`src/rtl/ahb_write_master.sv`:
```
// ahb_write_master
//
// Purpose:
//   AHB-lite write master used by the AXI-to-AHB bridge. It takes one write
//   command at a time (start address, beat count, size). It pops exactly
//   cmd_len+1 words from the write data FIFO and issues them as an AHB INCR
//   write burst. It then pulses done, with done_err reporting whether any beat
//   drew an ERROR response.
//
// Ports:
//   hclk, resetn            clock and synchronous active-low reset
//   cmd_valid/cmd_ready     command handshake (ready only while idle)
//   cmd_addr/len/size       start address, beats-1, log2 bytes per beat
//   fifo_empty/rd_en/rdata  write data FIFO read port (data valid with rd_en)
//   haddr/htrans/hwrite     AHB address phase signals
//   hsize/hburst/hwdata     AHB size, burst type (always INCR), write data
//   hready/hresp            AHB slave handshake and error response
//   done/done_err           one-cycle completion pulse with error status

module ahb_write_master #(
  parameter int DATA_W = 32,
  parameter int ADDR_W = 32,
  parameter int LEN_W  = 8
) (
  input  logic              hclk,
  input  logic              resetn,
  input  logic              cmd_valid,
  output logic              cmd_ready,
  input  logic [ADDR_W-1:0] cmd_addr,
  input  logic [LEN_W-1:0]  cmd_len,
  input  logic [2:0]        cmd_size,
  input  logic              fifo_empty,
  output logic              fifo_rd_en,
  input  logic [DATA_W-1:0] fifo_rdata,
  output logic [ADDR_W-1:0] haddr,
  output logic [1:0]        htrans,
  output logic              hwrite,
  output logic [2:0]        hsize,
  output logic [2:0]        hburst,
  output logic [DATA_W-1:0] hwdata,
  input  logic              hready,
  input  logic              hresp,
  output logic              done,
  output logic              done_err
);

  localparam logic [2:0]   MAX_SIZE  = 3'($clog2(DATA_W / 8));
  localparam logic [1:0]   TR_IDLE   = 2'b00;
  localparam logic [1:0]   TR_BUSY   = 2'b01;
  localparam logic [1:0]   TR_NONSEQ = 2'b10;
  localparam logic [1:0]   TR_SEQ    = 2'b11;
  localparam logic [LEN_W:0] CNT_ONE = (LEN_W+1)'(1);

  typedef enum logic [1:0] {
    S_IDLE,
    S_ISSUE,
    S_DRAIN,
    S_DONE
  } state_t;

  state_t            state;
  logic [LEN_W:0]    fetch_left;
  logic [LEN_W:0]    issue_left;
  logic              hold_valid;
  logic [DATA_W-1:0] hold_data;
  logic              dphase;
  logic              seg_first;
  logic              err;

  logic              accept;
  logic              done_cond;
  logic              err_cond;
  logic [ADDR_W-1:0] next_addr;

  // Transfer type is decoded from registered state only. Without a word in
  // the hold register a new segment waits in IDLE, while a started segment
  // shows BUSY so the burst is never restarted with NONSEQ mid-segment.
  always_comb begin
    htrans = TR_IDLE;
    if (state == S_ISSUE && issue_left != '0) begin
      if (hold_valid) begin
        htrans = seg_first ? TR_NONSEQ : TR_SEQ;
      end else begin
        htrans = seg_first ? TR_IDLE : TR_BUSY;
      end
    end
  end

  // NONSEQ and SEQ are the only codes with bit 1 set.
  assign accept = hready && htrans[1];

  // The pop refills the hold register as it empties. It does so either on an
  // accepted beat or while the hold register is empty. In DRAIN the words are
  // popped freely and thrown away, which keeps the FIFO aligned to command
  // boundaries.
  assign fifo_rd_en = resetn
                      && (state == S_ISSUE || state == S_DRAIN)
                      && (fetch_left != '0)
                      && !fifo_empty
                      && (!hold_valid || accept || state == S_DRAIN);

  assign cmd_ready = resetn && (state == S_IDLE);
  assign hburst    = 3'b001;
  assign next_addr = haddr + (ADDR_W'(1) << hsize);

  // The final data phase can only be outstanding after every address phase
  // has been issued, so no accept can coincide with completion.
  assign done_cond = dphase && hready && !hresp
                     && (issue_left == '0) && (fetch_left == '0);
  // First cycle of the two-cycle ERROR response.
  assign err_cond  = dphase && hresp && !hready;

  // Main controller: the state register and every registered output.
  always_ff @(posedge hclk) begin
    if (!resetn) begin
      state      <= S_IDLE;
      fetch_left <= '0;
      issue_left <= '0;
      hold_valid <= 1'b0;
      hold_data  <= '0;
      dphase     <= 1'b0;
      seg_first  <= 1'b0;
      err        <= 1'b0;
      haddr      <= '0;
      hwdata     <= '0;
      hwrite     <= 1'b0;
      hsize      <= 3'd0;
      done       <= 1'b0;
      done_err   <= 1'b0;
    end else begin
      done     <= 1'b0;
      done_err <= 1'b0;
      case (state)
        S_IDLE: begin
          if (cmd_valid) begin
            haddr      <= cmd_addr;
            hsize      <= (cmd_size > MAX_SIZE) ? MAX_SIZE : cmd_size;
            fetch_left <= {1'b0, cmd_len} + CNT_ONE;
            issue_left <= {1'b0, cmd_len} + CNT_ONE;
            hold_valid <= 1'b0;
            dphase     <= 1'b0;
            seg_first  <= 1'b1;
            err        <= 1'b0;
            hwrite     <= 1'b1;
            state      <= S_ISSUE;
          end
        end

        S_ISSUE: begin
          if (fifo_rd_en) begin
            fetch_left <= fetch_left - CNT_ONE;
          end
          if (accept) begin
            hwdata     <= hold_data;
            hold_valid <= fifo_rd_en;
            if (fifo_rd_en) begin
              hold_data <= fifo_rdata;
            end
            haddr      <= next_addr;
            issue_left <= issue_left - CNT_ONE;
            dphase     <= 1'b1;
            // Restart with NONSEQ at each 1 KB boundary.
            seg_first  <= (next_addr[9:0] == 10'd0);
          end else begin
            if (fifo_rd_en) begin
              hold_valid <= 1'b1;
              hold_data  <= fifo_rdata;
            end
            if (dphase && hready) begin
              dphase <= 1'b0;
            end
          end
          if (err_cond) begin
            err    <= 1'b1;
            hwrite <= 1'b0;
            state  <= S_DRAIN;
          end else if (done_cond) begin
            hwrite   <= 1'b0;
            done     <= 1'b1;
            done_err <= err;
            state    <= S_DONE;
          end
        end

        S_DRAIN: begin
          hold_valid <= 1'b0;
          dphase     <= 1'b0;
          if (fifo_rd_en) begin
            fetch_left <= fetch_left - CNT_ONE;
          end
          if (fetch_left == '0) begin
            done     <= 1'b1;
            done_err <= err;
            state    <= S_DONE;
          end
        end

        S_DONE: begin
          state <= S_IDLE;
        end

        default: begin
          state <= S_IDLE;
        end
      endcase
    end
  end

endmodule

```
`config.mk`:
```
export PLATFORM = sky130hd
export DESIGN_NAME = ahb_write_master
export DESIGN_NICKNAME = d
export VERILOG_FILES = /design/src/rtl/ahb_write_master.sv
export SDC_FILE = /design/constraint.sdc
export NUM_CORES = 1
export LEC_CHECK = 0
export ABC_AREA = 1
export CAP_MARGIN = 10
export CORE_AREA = 10 10 130 132
export CTS_CLUSTER_DIAMETER = 50
export DETAILED_ROUTE_END_ITERATION = 6
export DIE_AREA = 0 0 140 142
export PLACE_DENSITY = 0.79
export SYNTH_ARGS = -nofsm -noshare
export SYNTH_HDL_FRONTEND = slang
export SYNTH_SLANG_ARGS = --single-unit
```
`constraint.sdc`:
```
create_clock -name hclk -period 2.7 [get_ports hclk]
set_input_delay 0.27 -clock hclk [delete_from_list [all_inputs] [get_ports hclk]]
set_output_delay 0.27 -clock hclk [all_outputs]
set_load 0.05 [all_outputs]
```
==> results.json, run 1 <==
{
  "run_status": "finished clean",
  "pre_cts_slack_ns": 0.300,
  "pwr-share-seq_pct": 27.5,
  "finalMaxSlewViolations": 0,
  "final_cell_mix": "nand2_1, clkdlybuf4s50_1, a21oi_1, dfxtp_1, nor2_1",
  "async_flop_share_pct": 0,
  "finalSetupTns_ns": 0,
  "grt_overflow": 0,
  "insertion_delay_ns": 0.42,
  "h-tree-depth": 4,
  "p_per_area_mw_per_mm2": 1040,
  "yosysTopAreaCellShare_pct": 35.4,
  "ioPinCount": 158,
  "place_hpwl_um": 15200,
  "cap_violations": 0,
  "synth_compound_area_share_pct": 14.8,
  "finalCritPeriodShare_pct": 89.4,
  "start_util_pct": 49.7,
  "nFillCells": 1288,
  "dr.first_iter.drc_count": 702,
  "grt_use_total_pct": 20.9,
  "cts_tree": "yes",
  "worstPathMaxFanout": 7,
  "grt_pass1_wl_um": 35000,
  "multi_input_area_mm2": 0.00396,
  "max_slew.worst_pin.slew_ns": 0.681,
  "yosys.area_share.simple_pct": 35.9,
  "p_sw_share_pct": 46.1,
  "syn_to_final_growth_pct": 31.0,
  "max_freq_mhz": 415,
  "layout.cells.non_filler": 1432,
  "finalClockSkew_ns": 0.00895,
  "drc_errors": 0,
  "diodes": 0,
  "root_buffer": "clkbuf_16",
  "netlist.top_cell.by_area": "dfxtp_1",
  "final_common_cell": "nand2_1",
  "worst_setup_path_end_kind": "register",
  "seq_area_mm2": 0.00252,
  "cp_data_required_time_ns": 3.04,
  "ys_seq_area_share_pct": 35.4,
  "grt_max_degree": 67,
  "rsz0062_at_grt": "false",
  "nets": 1334,
  "place_area_mm2": 0.00874,
  "r2r_slack_ns": 0.29,
  "synth.area.top_cells": "dfxtp_1, nand2_1, a21oi_1, nand3_1, nor2_1",
  "synth_top_family_by_area": "simple AND/OR/NAND/NOR gates",
  "die_area_mm2": 0.0199,
  "peakVddDrop_v": 0.000535,
  "grt_pass1_vias": 6988,
  "clockBufferDepth": 2,
  "vias": 7607,
  "rows": 44,
  "crit_end": "haddr[29]",
  "start_kind": "register",
  "cp-startpoint": "hsize[1]",
  "wire_per_inst_um": 15.0,
  "first_pass_iters": 5,
  "synthDistinctLibCells": 43,
  "cp_data_arrival_time_ns": 2.76,
  "post-cts-setup-buffer-count": 0,
  "synthAdderAreaFrac_pct": 3.27,
  "p_comb_share_pct": 49.5,
  "final_hold_viol_count": 0,
  "min_period_ns": 2.41,
  "muxShareOfSynthArea_pct": 0.141,
  "hold_path.startpoint": "fifo_rdata[22]",
  "syn-cell-area_mm2": 0.00712,
  "cts.sinks": 126,
  "fp.dieW_um": 140,
  "synth_xor_area_share_pct": 1.11,
  "finalSetupViolCount": 0,
  "r2r_start": "hsize[1]",
  "antenna_found_initial": 0,
  "p_int_mw": 5.24,
  "slew_headroom_pct": 54.6,
  "worstSetupPathType": "reg -> reg",
  "dieHeight_um": 142,
  "p_sw_mw": 4.47,
  "r2r_end": "haddr[29]",
  "rr_worst_depth": 14,
  "p_leak_nw": 3.68,
  "core-area_mm2": 0.0143,
  "via_per_inst": 5.31,
  "clkPwrFrac_pct": 23.0,
  "syn-mean-instance-area_um2": 6.47,
  "ys_seq_elements": 126,
  "syn_inst": 1100,
  "numPortBuffers": 154,
  "final_area_mm2": 0.00932,
  "finalWorstSetupSlack_ns": 0.287,
  "finalWeightedCongestion": 0.929,
  "routed_wl_um": 21500,
  "cts_buffers": 17,
  "drive_above_1_share_pct": 5.85,
  "synth_edf_count": 0,
  "place_inst": 1400,
  "worstHoldPathType": "in -> reg",
  "ant_nets": 0,
  "synth_ff_type": "dfxtp_1",
  "yosys_warnings": 0,
  "path_clk_slew_ns": 0.06
}
## cell usage after synthesis (all sizes together) (2+ instances only)
library cell	count
xnor2	4
nor3	23
or2	2
nand3b	10
a211oi	2
o211ai	2
clkinv	2
conb	2
a21oi	137
inv	96
buf	25
and2	2
clkbuf	26
a31oi	4
ha	17
nand2	322
xor2	5
nor2	115
dfxtp	126
nand3	106
nand4	12
o21ai	54
## flip-flops by register name, indices dropped and copies added, names as in the netlist
name and flops:
done_err 1, hwrite 1, haddr 32, hold_valid 1, hold_data 32, issue_left 9
fetch_left 9, done 1, seg_first 1, hsize 3, hwdata 32, dphase 1
state 2, err 1
## cells by family after synthesis
family	Yosys count
buffers and inverters	149
and+or+nand+nor	592
DFF	126
AOI/OAI and AO/OA	203
muxes	1
xor gates and xnor gates	9
adders and majority gates	18
other	2
## repair_timing
action	4_1_cts	5_1_grt
setup endpoints to repair	0	7
resized for setup	0	4
endpoints found under the hold margin	0	0
hold buffers	0	0
## metrics by stage
stage | hold WS (ns) | utilization (%) | power [mW]
2_1_floorplan | 0.408 | - | 6.19
3_3_place_gp | 0.447 | 61.0 | 7.41
3_5_place_dp | 0.451 | 61.0 | 7.47
4_1_cts | 0.418 | 65.1 | 9.73
5_1_grt | 0.430 | 65.1 | 10.4
6_report | 0.433 | 65.1 | 9.71
## critical path, stage by stage (launching register included)
cell and delay (ns):
dfxtp_1 0.45, inv_1 0.13, nor3_1 0.23, ha_1 0.33
nand2_1 0.17, inv_1 0.05, a21boi_0 0.31, nor2_1 0.07
inv_1 0.06, nand2_1 0.14, nand2_1 0.09, nand2_1 0.05
nand3_1 0.07, nand2_1 0.06, a21oi_1 0.13
## power groups by stage
stage / sequential [mW] / clock (mW) / combinational [mW]
3_5_place_dp: 2.69 / 0 / 4.78
6_report: 2.67 / 2.23 / 4.81
4_1_cts: 2.66 / 2.26 / 4.82
3_3_place_gp: 2.69 / 0 / 4.72
2_1_floorplan: 3.25 / 0 / 2.94
5_1_grt: 2.72 / 2.34 / 5.32
## layer usage
layer | track usage [%] | share of wire (%) | up-vias
li1 | - | - | 3847
met1 | 26.4 | 43 | 3418
met2 | 34.5 | 48 | 309
met3 | 4.94 | 7.6 | 33
met4 | 6.68 | 1.8 | 0
met5 | 0 | 0 | -
## final cells by class
class,instances,share of cell area (%)
clock buffers,22,4.98
clock inverters,10,1.21
inverters,98,4.01
multi-input cells,826,42.5
flip-flops and latches,126,27.1
well taps,184,2.47
repair buffers,166,17.8
## worst min path at each step
| stage | cells past startpoint | endpoint | slack, ns |
|---|---|---|---|
| 2_1_floorplan | 2 | done_err | 0.41 |
| 3_3_place_gp | 2 | hwdata[25] | 0.45 |
| 3_5_place_dp | 2 | hwdata[17] | 0.45 |
| 4_1_cts | 3 | hold_data[23] | 0.42 |
| 5_1_grt | 3 | hold_data[27] | 0.43 |
| 6_report | 3 | hold_data[22] | 0.43 |
No activity file was read; power rests on OpenSTA's default activity.
==> run 2, diff against run 1 <==
CORE_AREA = 2 2 122 124   (was 10 10 130 132)
CTS_CLUSTER_DIAMETER = 200   (was 50)
DIE_AREA = 0 0 124 126   (was 0 0 140 142)
==> run 2 against run 1 <==
Effect of this change:
- clock power is 6% higher
- cell area rose by 0.47%
- fmax shrank 1.4%
- global-route usage is 5.5 points higher
- the flow now finishes with violations (DRC)
- total power is 1.4% higher
- first-iteration DRC count fell by 0.14%
- register-to-register slack got worse by 0.03 ns
- routed wire length shrank 3.3%
==> results.json, run 2 (synthesis results as in run 1) <==
{
  "routed_wl_um": 20800,
  "final_area_mm2": 0.00937,
  "hold_ws_ns": 0.423,
  "ioPinCount": 158,
  "finalWeightedCongestion": 0.932,
  "final_hold_viol_count": 0,
  "layout.cells.non_filler": 1433,
  "nets": 1336,
  "drc_errors": 12,
  "cts_buffers": 17,
  "grt_use_total_pct": 26.4,
  "r2r_end": "haddr[21]",
  "peakVddDrop_v": 0.000733,
  "path_clk_slew_ns": 0.05,
  "crit_end": "fifo_rd_en",
  "rows": 44,
  "clockBufferDepth": 2,
  "reg_top3": "haddr x32, hold_data x32, hwdata x32",
  "finalSetupViolCount": 0,
  "rsz0062_at_grt": "false",
  "wire_per_inst_um": 14.5,
  "violations": "DRC",
  "r2r_slack_ns": 0.26,
  "vias": 7568,
  "finalClockSkew_ns": 0.00478,
  "run_status": "finished, violations left",
  "max_freq_mhz": 409,
  "crit_slowest_cell": "dfxtp_1",
  "drive_above_1_share_pct": 5.76,
  "critPathTopFamily": "buffers and inverters",
  "place_area_mm2": 0.00876,
  "max_slew.worst_pin.slew_ns": 0.693,
  "place_hpwl_um": 14700,
  "dr.first_iter.drc_count": 701,
  "via_per_inst": 5.28,
  "final_common_cell": "nand2_1",
  "finalMaxSlewViolations": 0,
  "p_per_area_mw_per_mm2": 1050,
  "post-cts-setup-buffer-count": 0,
  "ant_nets": 0,
  "finalSetupTns_ns": 0,
  "numPortBuffers": 154,
  "die_area_mm2": 0.0156,
  "cp_data_required_time_ns": 2.43,
  "core-area_mm2": 0.0143,
  "rr_worst_depth": 12,
  "root_buffer": "clkbuf_16",
  "worstSetupPathType": "reg -> out",
  "dieHeight_um": 126,
  "p_leak_nw": 3.70,
  "start_util_pct": 49.7,
  "h-tree-depth": 4,
  "cap_violations": 0,
  "grt_overflow": 0,
  "cp_data_arrival_time_ns": 2.18,
  "r2r_start": "hsize[1]",
  "pre_cts_slack_ns": 0.291,
  "cpPeakStageDelay_ns": 0.44,
  "start_kind": "register",
  "cp-startpoint": "state[0]",
  "first_pass_iters": 7,
  "slew_headroom_pct": 53.8,
  "fp.dieW_um": 124,
  "worstPathMaxFanout": 24,
  "cp.depth": 7,
  "grt_pass1_vias": 6744,
  "worstHoldPathType": "in -> reg",
  "antenna_found_initial": 0,
  "min_period_ns": 2.45,
  "insertion_delay_ns": 0.42,
  "path_buf_inv": 3,
  "crit_chain": "inv_1 -> ha_1 -> nand2_1 -> nor3_2 -> nand2_4 -> inv_6 -> buf_12",
  "cts_tree": "yes",
  "grt_pass1_wl_um": 33000,
  "finalCritPeriodShare_pct": 90.6,
  "diodes": 0,
  "nFillCells": 1326,
  "place_inst": 1402,
  "syn_to_final_growth_pct": 31.7,
  "grt_max_degree": 63,
  "cts.sinks": 126,
  "worst_setup_path_end_kind": "output port",
  "fin_util_pct": 65.4,
  "finalWorstSetupSlack_ns": 0.254,
  "final_cell_mix": "nand2_1, clkdlybuf4s50_1, a21oi_1, dfxtp_1, nor2_1",
  "p_total_mw": 9.85
}
## run 2: what timing repair did
item	in CTS	in global routing
gates resized for setup	0	1
setup endpoints to repair	0	5
hold buffers	0	0
## run 2: final cells by class
type | count | area (µm²) | share of cell area (%)
well taps | 184 | 230 | 2.46
clock inverters | 11 | 168 | 1.79
multi-input cells | 826 | 3950 | 42.2
inverters | 98 | 373 | 3.98
repair buffers | 168 | 1690 | 18.0
flip-flops and latches | 126 | 2520 | 26.9
clock buffers | 20 | 437 | 4.66
## run 2: power by group
part           total (mW)  switching (mW)  internal (mW)
registers            2.67           0.444           2.22
logic                4.81            3.19           1.62
clock network        2.37           0.839           1.53
total                9.85            4.47           5.37
## run 2: per-layer routing
metal,global-route usage (%),vias to the layer above,wire length [µm]
met1,35.5,3426,9330
met5,0,-,0
li1,-,3855,-
met4,7.40,0,303
met2,43.1,259,9970
met3,4.94,28,1220
## run 2: worst min-delay path by stage
stage,startpoint,cells after the start,end
floorplan,err,2,done_err
global placement,err,2,done_err
detailed placement,err,2,done_err
CTS,cmd_size[0],3,hsize[0]
global route,fifo_rdata[22],3,hold_data[22]
finish,cmd_size[0],3,hsize[0]
## run 2: worst register-to-register path, stage by stage, from the launching register on
cell	delay, ns
dfxtp_1	0.44
inv_1	0.12
nor3_1	0.26
ha_1	0.34
nand2_1	0.18
inv_1	0.05
a21boi_0	0.31
nor2_1	0.07
inv_1	0.06
nand2_1	0.14
a21oi_1	0.15
o21ai_0	0.09
a21oi_1	0.16
